--- config.mk ---
export PLATFORM = sky130hd
export DESIGN_NAME = edge_bit_packer_flat
export DESIGN_NICKNAME = d
export VERILOG_FILES = /design/src/rtl/edge_bit_packer_if.sv /design/src/rtl/edge_bit_packer.sv /design/src/flat_wrapper.sv
export SDC_FILE = /design/constraint.sdc
export NUM_CORES = 1
export LEC_CHECK = 0
export ABC_AREA = 1
export CAP_MARGIN = 40
export CORE_ASPECT_RATIO = 0.6
export CORE_MARGIN = 5
export CORE_UTILIZATION = 59
export CTS_CLUSTER_DIAMETER = 150
export DETAILED_ROUTE_END_ITERATION = 16
export PLACE_DENSITY = 0.79
export SYNTH_ARGS = -nofsm -noshare
export SYNTH_HDL_FRONTEND = slang
export SYNTH_SLANG_ARGS = --single-unit
--- constraint.sdc ---
create_clock -name clk -period 6.7 [get_ports clk]
set_input_delay 1.005 -clock clk [delete_from_list [all_inputs] [get_ports clk]]
set_output_delay 1.005 -clock clk [all_outputs]
set_load 0.05 [all_outputs]
--- src/rtl/edge_bit_packer_if.sv ---
// Pixel-in / packed-word-out bundle for edge_bit_packer.
// master = packer side, slave = the upstream source plus the downstream word sink.
interface edge_bit_packer_if #(
   parameter int WORD_W = 32
);
   logic [7:0]        edge_in;
   logic              edge_in_valid;
   logic [WORD_W-1:0] word_out;
   logic              word_out_valid;
   logic              word_out_ready;
   logic              word_sof;
   logic              word_eol;
   logic              frame_done;
   logic              overflow;

   modport master (
      input  edge_in, edge_in_valid, word_out_ready,
      output word_out, word_out_valid, word_sof, word_eol, frame_done, overflow
   );

   modport slave (
      output edge_in, edge_in_valid, word_out_ready,
      input  word_out, word_out_valid, word_sof, word_eol, frame_done, overflow
   );
endinterface

--- src/rtl/edge_bit_packer.sv ---
// Packs 1-bit edge flags LSB-first into WORD_W words with SOF/EOL tags behind a small FIFO.
// Optional per-frame edge counter output when EDGE_BIT_PACKER_COUNT_EN is defined.
module edge_bit_packer #(
   parameter int IMG_WIDTH  = 512,
   parameter int IMG_HEIGHT = 512,
   parameter int WORD_W     = 32,
   parameter int FIFO_DEPTH = 4
) (
   input  logic                clk,
   input  logic                rstN,
   edge_bit_packer_if.master   bus
`ifdef EDGE_BIT_PACKER_COUNT_EN
   ,
   output logic [$clog2(IMG_WIDTH*IMG_HEIGHT+1)-1:0] edge_count
`endif
);

   localparam int CW   = (IMG_WIDTH  > 1) ? $clog2(IMG_WIDTH)  : 1;
   localparam int RW   = (IMG_HEIGHT > 1) ? $clog2(IMG_HEIGHT) : 1;
   localparam int BW   = $clog2(WORD_W);
   localparam int AW   = $clog2(FIFO_DEPTH);
   localparam logic [CW-1:0] COL_LAST = CW'(IMG_WIDTH - 1);
   localparam logic [RW-1:0] ROW_LAST = RW'(IMG_HEIGHT - 1);

   logic [CW-1:0]     col_q, col_d;
   logic [RW-1:0]     row_q, row_d;
   logic [WORD_W-1:0] acc_q, acc_d;

   logic [CW+BW-1:0]  col_ext;
   logic [BW-1:0]     bit_idx;
   logic              px_bit, col_end, row_end, word_done, push;
   logic [WORD_W-1:0] word_new;
   logic              sof_new, eol_new, last_new;

   always_comb begin
      col_ext   = {{BW{1'b0}}, col_q};
      bit_idx   = col_ext[BW-1:0];
      px_bit    = |bus.edge_in;
      col_end   = (col_q == COL_LAST);
      row_end   = (row_q == ROW_LAST);
      word_new  = acc_q | (WORD_W'(px_bit) << bit_idx);
      word_done = (bit_idx == '1) || col_end;
      // word base is column 0 exactly when the column has no bits above the word index
      sof_new   = (row_q == '0) && (col_ext[CW+BW-1:BW] == '0);
      eol_new   = col_end;
      last_new  = col_end && row_end;
      push      = bus.edge_in_valid && word_done;

      col_d = col_q;
      row_d = row_q;
      acc_d = acc_q;
      if (bus.edge_in_valid) begin
         acc_d = word_done ? '0 : word_new;
         if (col_end) begin
            col_d = '0;
            row_d = row_end ? '0 : row_q + 1'b1;
         end else begin
            col_d = col_q + 1'b1;
         end
      end
   end

   always_ff @(posedge clk or posedge rstN) begin
      if (rstN) begin
         col_q <= '0;
         row_q <= '0;
         acc_q <= '0;
      end else begin
         col_q <= col_d;
         row_q <= row_d;
         acc_q <= acc_d;
      end
   end

   logic [WORD_W-1:0] mem_word [FIFO_DEPTH];
   logic              mem_sof  [FIFO_DEPTH];
   logic              mem_eol  [FIFO_DEPTH];
   logic              mem_last [FIFO_DEPTH];

   logic [AW:0] wr_q, wr_d, rd_q, rd_d;
   logic        empty, full, pop, push_ok;
   logic        overflow_q, overflow_d, frame_done_q, frame_done_d;

   always_comb begin
      empty   = (wr_q == rd_q);
      full    = (wr_q[AW] != rd_q[AW]) && (wr_q[AW-1:0] == rd_q[AW-1:0]);
      pop     = !empty && bus.word_out_ready;
      // a pop in the same edge frees the slot, so a push into a full FIFO still lands
      push_ok = push && (!full || pop);

      wr_d         = push_ok ? wr_q + 1'b1 : wr_q;
      rd_d         = pop     ? rd_q + 1'b1 : rd_q;
      overflow_d   = overflow_q | (push && !push_ok);
      frame_done_d = pop && mem_last[rd_q[AW-1:0]];

      bus.word_out_valid = !empty;
      bus.word_out       = empty ? '0   : mem_word[rd_q[AW-1:0]];
      bus.word_sof       = empty ? 1'b0 : mem_sof[rd_q[AW-1:0]];
      bus.word_eol       = empty ? 1'b0 : mem_eol[rd_q[AW-1:0]];
      bus.frame_done     = frame_done_q;
      bus.overflow       = overflow_q;
   end

   always_ff @(posedge clk) begin
      if (push_ok) begin
         mem_word[wr_q[AW-1:0]] <= word_new;
         mem_sof [wr_q[AW-1:0]] <= sof_new;
         mem_eol [wr_q[AW-1:0]] <= eol_new;
         mem_last[wr_q[AW-1:0]] <= last_new;
      end
   end

   always_ff @(posedge clk or posedge rstN) begin
      if (rstN) begin
         wr_q         <= '0;
         rd_q         <= '0;
         overflow_q   <= 1'b0;
         frame_done_q <= 1'b0;
      end else begin
         wr_q         <= wr_d;
         rd_q         <= rd_d;
         overflow_q   <= overflow_d;
         frame_done_q <= frame_done_d;
      end
   end

`ifdef EDGE_BIT_PACKER_COUNT_EN
   localparam int CNTW = $clog2(IMG_WIDTH*IMG_HEIGHT+1);

   logic [CNTW-1:0] cnt_q, cnt_d, edge_count_q, edge_count_d;

   always_comb begin
      cnt_d        = cnt_q;
      edge_count_d = edge_count_q;
      if (bus.edge_in_valid) begin
         if (last_new) begin
            edge_count_d = cnt_q + CNTW'(px_bit);
            cnt_d        = '0;
         end else begin
            cnt_d = cnt_q + CNTW'(px_bit);
         end
      end
   end

   always_ff @(posedge clk or posedge rstN) begin
      if (rstN) begin
         cnt_q        <= '0;
         edge_count_q <= '0;
      end else begin
         cnt_q        <= cnt_d;
         edge_count_q <= edge_count_d;
      end
   end

   assign edge_count = edge_count_q;
`endif

endmodule

--- src/flat_wrapper.sv ---
// flat-port wrapper written by rule: the top's interface ports become plain ports
module edge_bit_packer_flat 
#(
   parameter int IMG_WIDTH  = 512,
   parameter int IMG_HEIGHT = 512,
   parameter int WORD_W     = 32,
   parameter int FIFO_DEPTH = 4
)
  (clk, rstN, bus_edge_in, bus_edge_in_valid, bus_word_out_ready, bus_word_out, bus_word_out_valid, bus_word_sof, bus_word_eol, bus_frame_done, bus_overflow);
  edge_bit_packer_if #(.WORD_W(WORD_W)) bus_i ();
  input  logic clk;
  input  logic rstN;
  input wire logic [$bits(bus_i.edge_in)-1:0] bus_edge_in;
  input wire logic [$bits(bus_i.edge_in_valid)-1:0] bus_edge_in_valid;
  input wire logic [$bits(bus_i.word_out_ready)-1:0] bus_word_out_ready;
  output wire logic [$bits(bus_i.word_out)-1:0] bus_word_out;
  output wire logic [$bits(bus_i.word_out_valid)-1:0] bus_word_out_valid;
  output wire logic [$bits(bus_i.word_sof)-1:0] bus_word_sof;
  output wire logic [$bits(bus_i.word_eol)-1:0] bus_word_eol;
  output wire logic [$bits(bus_i.frame_done)-1:0] bus_frame_done;
  output wire logic [$bits(bus_i.overflow)-1:0] bus_overflow;
  assign bus_i.edge_in = bus_edge_in;
  assign bus_i.edge_in_valid = bus_edge_in_valid;
  assign bus_i.word_out_ready = bus_word_out_ready;
  assign bus_word_out = bus_i.word_out;
  assign bus_word_out_valid = bus_i.word_out_valid;
  assign bus_word_sof = bus_i.word_sof;
  assign bus_word_eol = bus_i.word_eol;
  assign bus_frame_done = bus_i.frame_done;
  assign bus_overflow = bus_i.overflow;
  edge_bit_packer #(.IMG_WIDTH(IMG_WIDTH), .IMG_HEIGHT(IMG_HEIGHT), .WORD_W(WORD_W), .FIFO_DEPTH(FIFO_DEPTH)) u_core (.clk(clk), .rstN(rstN), .bus(bus_i));
endmodule
==> results.toml, run 1 <==
[synth]
synth_top_family_by_area = "simple AND/OR/NAND/NOR gates"
synth_edf_count = 140
synth-simple-area-share_pct = 13.3
yosys-mux-area-fraction_pct = 0
ys_seq_elements = 198
syn-cell-area_mm2 = 0.00862
ys_types = 35
synth_compound_area_share_pct = 11.5
synth_xor_xnor_area_share_pct = 1.00
synthAdderAreaFrac_pct = 1.60
syn-mean-instance-area_um2 = 10.6
synthCells = 812
ys.flop_type = "edfxtp_1"
syn_nets = 835
ys_seq_area_share_pct = 65.6
synth_warnings = 0
async_flop_share_pct = 29.3

[routing]
met1_length_mm = 8.29
drc = 0
top_layer = "met4"
wire_per_inst_um = 18.5
via_per_inst = 5.72
wirelength_mm = 19.6
vias = 6072
firstDrtPassIters = 7
met3WireLength_mm = 2.07
drt_iter0_drc = 806
met2_length_mm = 9.05
antenna_left = 0

[run_status]
status = "finished, final reports clean"

[cells_and_area]
nFillCells = 1013
synthToLayoutAreaGrowth_pct = 14.8
drive_above_1_share_pct = 9.27
antenna_cells = 0
final_cell_mix = "edfxtp_1 (140), nand2_1 (95), inv_1 (94), o21ai_0 (94), nor2_1 (91)"
num-nets-final = 873
final_cells = 1061
seqCellArea_mm2 = 0.00566
multi_input_area_mm2 = 0.00238
mostFrequentLayoutCell = "edfxtp_1"

[setup_path]
worstPathCellList = "clkinv_2 -> buf_4 -> o21ai_0 -> o22ai_1 -> nand2_1 -> inv_1 -> clkdlybuf4s50_1"
timing.rr.end = "u_core.mem_word[3][21]"
path_buf_inv = 4
rrSetupSlack_ns = 3.31
crit_path_end_kind = "output port"
path_max_fanout = 71
cp-start-kind = "flop"
cp.required_ns = 5.69
worst_path_max_delay_cell = "clkdlybuf4s50_1"
critical-path-top-delay-family = "buffers and inverters"
r2r-start = "u_core.col_q[4]"
worstSetupEndpoint = "bus_word_out[19]"
critical_path_depth = 7
critPathMaxStageDelay_ns = 0.80
startpoint = "u_core.rd_q[0]"
cp.arrival_ns = 3.26
crit_type = "flop to output port"
r2r_cells = 9

[timing]
slew_viol_final = 0
skew_ns = 0.00943
max_freq_mhz = 235
fin_tns_setup_ns = 0
fin_hold_ws_ns = 0.486
finalHoldViolCount = 0
slew_headroom_pct = 48.8
period_share_pct = 63.6
worst_pin_slew_ns = 0.768
period_needed_ns = 4.26
rsz0062_at_grt = "false"
setup_viol = 0

[die]
coreArea_mm2 = 0.0144
dieHeight_um = 104
ios = 49
start_util_pct = 59.8
die_w_um = 166
rows = 34
dieArea_mm2 = 0.0172

[cts]
ctsLongestPathBuffers = 2
cts_tree = "built"
clk_pin_slew_ns = 0.07
cts.sinks = 198
cts_buffers = 17
root_buffer = "clkbuf_16"
clk_latency_ns = 0.43
htreeDepth = 4
ctsHoldBuffers = 0
post-cts-setup-buffers = 0
ctsResizeCount = 0

[global_route]
grt_pass1_wl_mm = 32.0
grt_max_degree = 72
antenna_found_initial = 0
grtUsageTotal_pct = 23.4
grt_pass1_vias = 6030
grt_overflow_total = 0

[place]
routabilityCongestion = 0.905
port_buffers = 48
placed_cells = 1029
hpwl_mm = 12.7

[pwr]
ir_worst_vdd_mv = 0.251
leakage_uw = 0.00409
powerDensity_mw_per_mm2 = 463

[run]
maxCapViolations = 0

[hold_path]
hold_path.class = "flop to flop"
## synth_stat cells (all sizes together), types with 4 or more instances
cell,number,share of area (%)
clkbuf,21,0.91
a21oi,40,2.5
nand4,18,1.3
nor2,99,4.5
edfxtp,140,49
xnor2,4,0.41
nand3,30,1.7
nor3,5,0.61
inv,110,4.8
o21ai,107,6.2
xor2,5,0.60
dfrtp,58,17
nand2,103,4.8
buf,18,1.3
o22ai,35,2.5
ha,11,1.6
## cells by family (layout without fill, tap and decap cells)
kind of cell	after synthesis	after routing
fa+ha+maj	11	11
xor+xnor	9	9
buf+inv	150	201
simple gates	259	259
flops	198	198
compound gates	185	185
## power breakdown
part	internal, µW	switching, µW	leakage, µW	total [µW]
logic	586	1450	0.00176	2040
registers	1440	102	0.00205	1540
clock network	531	480	0.000280	1010
total	2550	2030	0.00409	4590
## registers in the layout, indices dropped and copies added, names as in the netlist
name / flops
u_core.acc_q: 32
u_core.col_q: 9
u_core.wr_q: 3
u_core.mem_eol: 4
u_core.mem_last: 4
u_core.mem_sof: 4
u_core.bus.frame_done: 1
u_core.rd_q: 3
u_core.mem_word: 128
u_core.row_q: 9
u_core.bus.overflow: 1
## worst min path at each step
stage                         from                   to  slack, ns  cells past startpoint
2_1_floorplan       u_core.rd_q[2]       u_core.rd_q[2]       0.47                      1
3_3_place_gp   u_core.bus.overflow  u_core.bus.overflow       0.47                      1
3_5_place_dp   u_core.bus.overflow  u_core.bus.overflow       0.47                      1
4_1_cts        u_core.bus.overflow  u_core.bus.overflow       0.49                      1
5_1_grt        u_core.bus.overflow  u_core.bus.overflow       0.52                      1
6_report       u_core.bus.overflow  u_core.bus.overflow       0.49                      1
## cell type report
type,instances,share of cell area (%)
clock inverters,15,1.66
well taps,198,2.50
flip-flops and latches,198,57.1
repair buffers,58,6.09
inverters,111,4.22
clock buffers,17,4.30
multi-input cells,464,24.1
## per-layer routing
metal / track usage (%) / vias to the layer above
met4: 5.36 / 0
met2: 36.1 / 268
met3: 5.90 / 20
li1: - / 2842
met5: 0 / -
met1: 33.8 / 2942
## metrics by stage
stage               utilization [%]  power [µW]  setup slack (ns)  area [µm²]
floorplan                         -        2990              3.18        8620
global placement               64.0        3510              2.92        9230
detailed placement             64.6        3580              2.94        9310
CTS                            68.6        4590              2.45        9900
global route                   68.6        4820              2.25        9900
finish                         68.6        4590              2.44        9900
## worst reg2reg max path: cells and delay by family (launching register included)
family                   cells  cell delay (ns)
adder cells (fa/ha/maj)      1             0.42
AND/OR/NAND/NOR              6             1.42
flip-flops                   1             0.69
buffers and inverters        2             0.55
(Power assumes the default switching activity.)
==> run 2: changes to the inputs <==
Settings changed: CORE_UTILIZATION 59 to 54, PLACE_DENSITY 0.79 to 0.76.
Clock period 6.7 ns to 3.8 ns, I/O delays scaled along.
==> run 2 against run 1 <==
Die area is 8.5% higher. Sequential share of layout area decreased by 2.1 points. Sequential power increased by 76%. Wire length fell by 4.1%. Critical path depth is 2 higher. Largest power group unchanged. First-iteration DRC count decreased by 11%. Worst setup slack got worse by 1.9 ns. Critical path type is now flop to flop. Hold slack got worse by 0.13 ns. Non-clock buffer count increased by 3. Clock power rose by 82%. Highest routed layer unchanged. Clock skew is 0.0072 ns higher.
==> results.toml, run 2 (same netlist as run 1, synthesis figures left out) <==
[cells_and_area]
drive_above_1_share_pct = 13.7
antenna_cells = 0
largest_reg_flops = 128
synthToLayoutAreaGrowth_pct = 19.3
nFillCells = 1124
final_cell_mix = "edfxtp_1 (140), nand2_1 (95), inv_1 (94), o21ai_0 (94), nor2_1 (91)"
finish.utilization_pct = 66.3
final_cell_area_mm2 = 0.0103
mostFrequentLayoutCell = "edfxtp_1"
num-nets-final = 876

[cts]
clk_pin_slew_ns = 0.08
post-cts-setup-buffers = 0
htreeDepth = 4
ctsLongestPathBuffers = 2
ctsHoldBuffers = 0
cts_tree = "built"
cts.sinks = 198
ctsResizeCount = 0
cts_buffers = 17
clk_latency_ns = 0.45
root_buffer = "clkbuf_16"

[setup_path]
path_buf_inv = 2
cp-start-kind = "flop"
worst_path_max_delay_cell = "dfrtp_1"
cp.arrival_ns = 3.44
r2r_cells = 9
crit_type = "flop to flop"
cp.required_ns = 3.94
r2r-start = "u_core.col_q[4]"
timing.rr.end = "u_core.mem_word[1][12]"
critPathMaxStageDelay_ns = 0.67
critical-path-top-delay-family = "simple AND/OR/NAND/NOR gates"
path_max_fanout = 23
worstPathCellList = "inv_2 -> nor3_2 -> and3_1 -> ha_1 -> nor2_1 -> nor2_2 -> nand2_2 -> nor2_4 -> buf_12"
crit_path_end_kind = "flop"
rrSetupSlack_ns = 0.51

[place]
routabilityCongestion = 0.861
hpwl_mm = 12.3
place_area_mm2 = 0.00966
pre_cts_ws_ns = 0.580
port_buffers = 48

[timing]
period_share_pct = 86.6
period_needed_ns = 3.29
slew_headroom_pct = 58.1
fin_hold_ws_ns = 0.353
slew_viol_final = 0
layout_setup_ws_ns = 0.508
fin_tns_setup_ns = 0
rsz0062_at_grt = "false"
setup_viol = 0
skew_ns = 0.0166
finalHoldViolCount = 0
worst_pin_slew_ns = 0.628
max_freq_mhz = 304

[global_route]
grt_overflow_total = 0
antenna_found_initial = 0
grt_pass1_wl_mm = 30.1
grt_pass1_vias = 5520
grtUsageTotal_pct = 21.0
grt_max_degree = 40

[die]
dieArea_mm2 = 0.0187
coreArea_mm2 = 0.0155
rows = 35
start_util_pct = 55.6
ios = 49
die_w_um = 173
dieHeight_um = 108

[run_status]
status = "finished, final reports clean"

[pwr]
powerDensity_mw_per_mm2 = 867
leakage_uw = 0.00431
ir_worst_vdd_mv = 0.437

[routing]
firstDrtPassIters = 5
antenna_left = 0
wire_per_inst_um = 17.6
drc = 0
wirelength_mm = 18.8
vias = 5894
drt_iter0_drc = 719
via_per_inst = 5.51

[run]
maxCapViolations = 0

[hold_path]
hold_path.class = "input port to asynchronous set/reset pin"
run 2: cell types whose count changed in the layout (fill, tap and decap cells not counted):
cell             delta
buf_12             +33
buf_4               +5
bufinv_16           -1
clkdlybuf4s50_1    -35
clkinv_1            -1
clkinv_2            +1
clkinv_4            -1
clkinv_8            +4
clkinvlp_4          -3
inv_12              +3
inv_8               -2
run 2: worst max-delay path by stage:
| stage | slack [ns] | depth (start not counted) | startpoint | endpoint |
|---|---|---|---|---|
| floorplan | 0.28 | 11 | u_core.col_q[3] | u_core.mem_eol[0] |
| global placement | 0.69 | 9 | u_core.col_q[4] | u_core.mem_word[1][9] |
| detailed placement | 0.58 | 9 | u_core.col_q[4] | u_core.mem_word[1][8] |
| CTS | 0.55 | 9 | u_core.col_q[4] | u_core.mem_word[1][12] |
| global route | 0.30 | 9 | u_core.col_q[4] | u_core.mem_word[1][12] |
| finish | 0.51 | 9 | u_core.col_q[4] | u_core.mem_word[1][12] |
run 2: metrics by stage:
stage,cells,power [µW]
global route,1069,9370
finish,1069,8920
global placement,1035,7030
CTS,1069,8940
floorplan,812,5260
detailed placement,1037,7110
run 2: routing by layer:
layer / GRT usage [%] / up-vias / routed length (µm)
met3: 5.51 / 31 / 1640
met1: 31.8 / 2779 / 8760
met4: 6.89 / 0 / 348
met2: 29.5 / 227 / 8040
li1: - / 2857 / -
met5: 0 / - / 0
run 2: cell type report:
type | instances | area, µm² | share of cell area, %
clock inverters | 15 | 195 | 1.90
inverters | 111 | 418 | 4.06
clock buffers | 17 | 425 | 4.14
repair buffers | 61 | 951 | 9.25
multi-input cells | 464 | 2380 | 23.2
flip-flops and latches | 198 | 5660 | 55.0
well taps | 203 | 254 | 2.47
run 2: report_power, final:
group	switching, µW	internal [µW]	total [µW]
logic	2700	1660	4360
clock network	934	909	1840
registers	184	2530	2710
total	3810	5110	8920
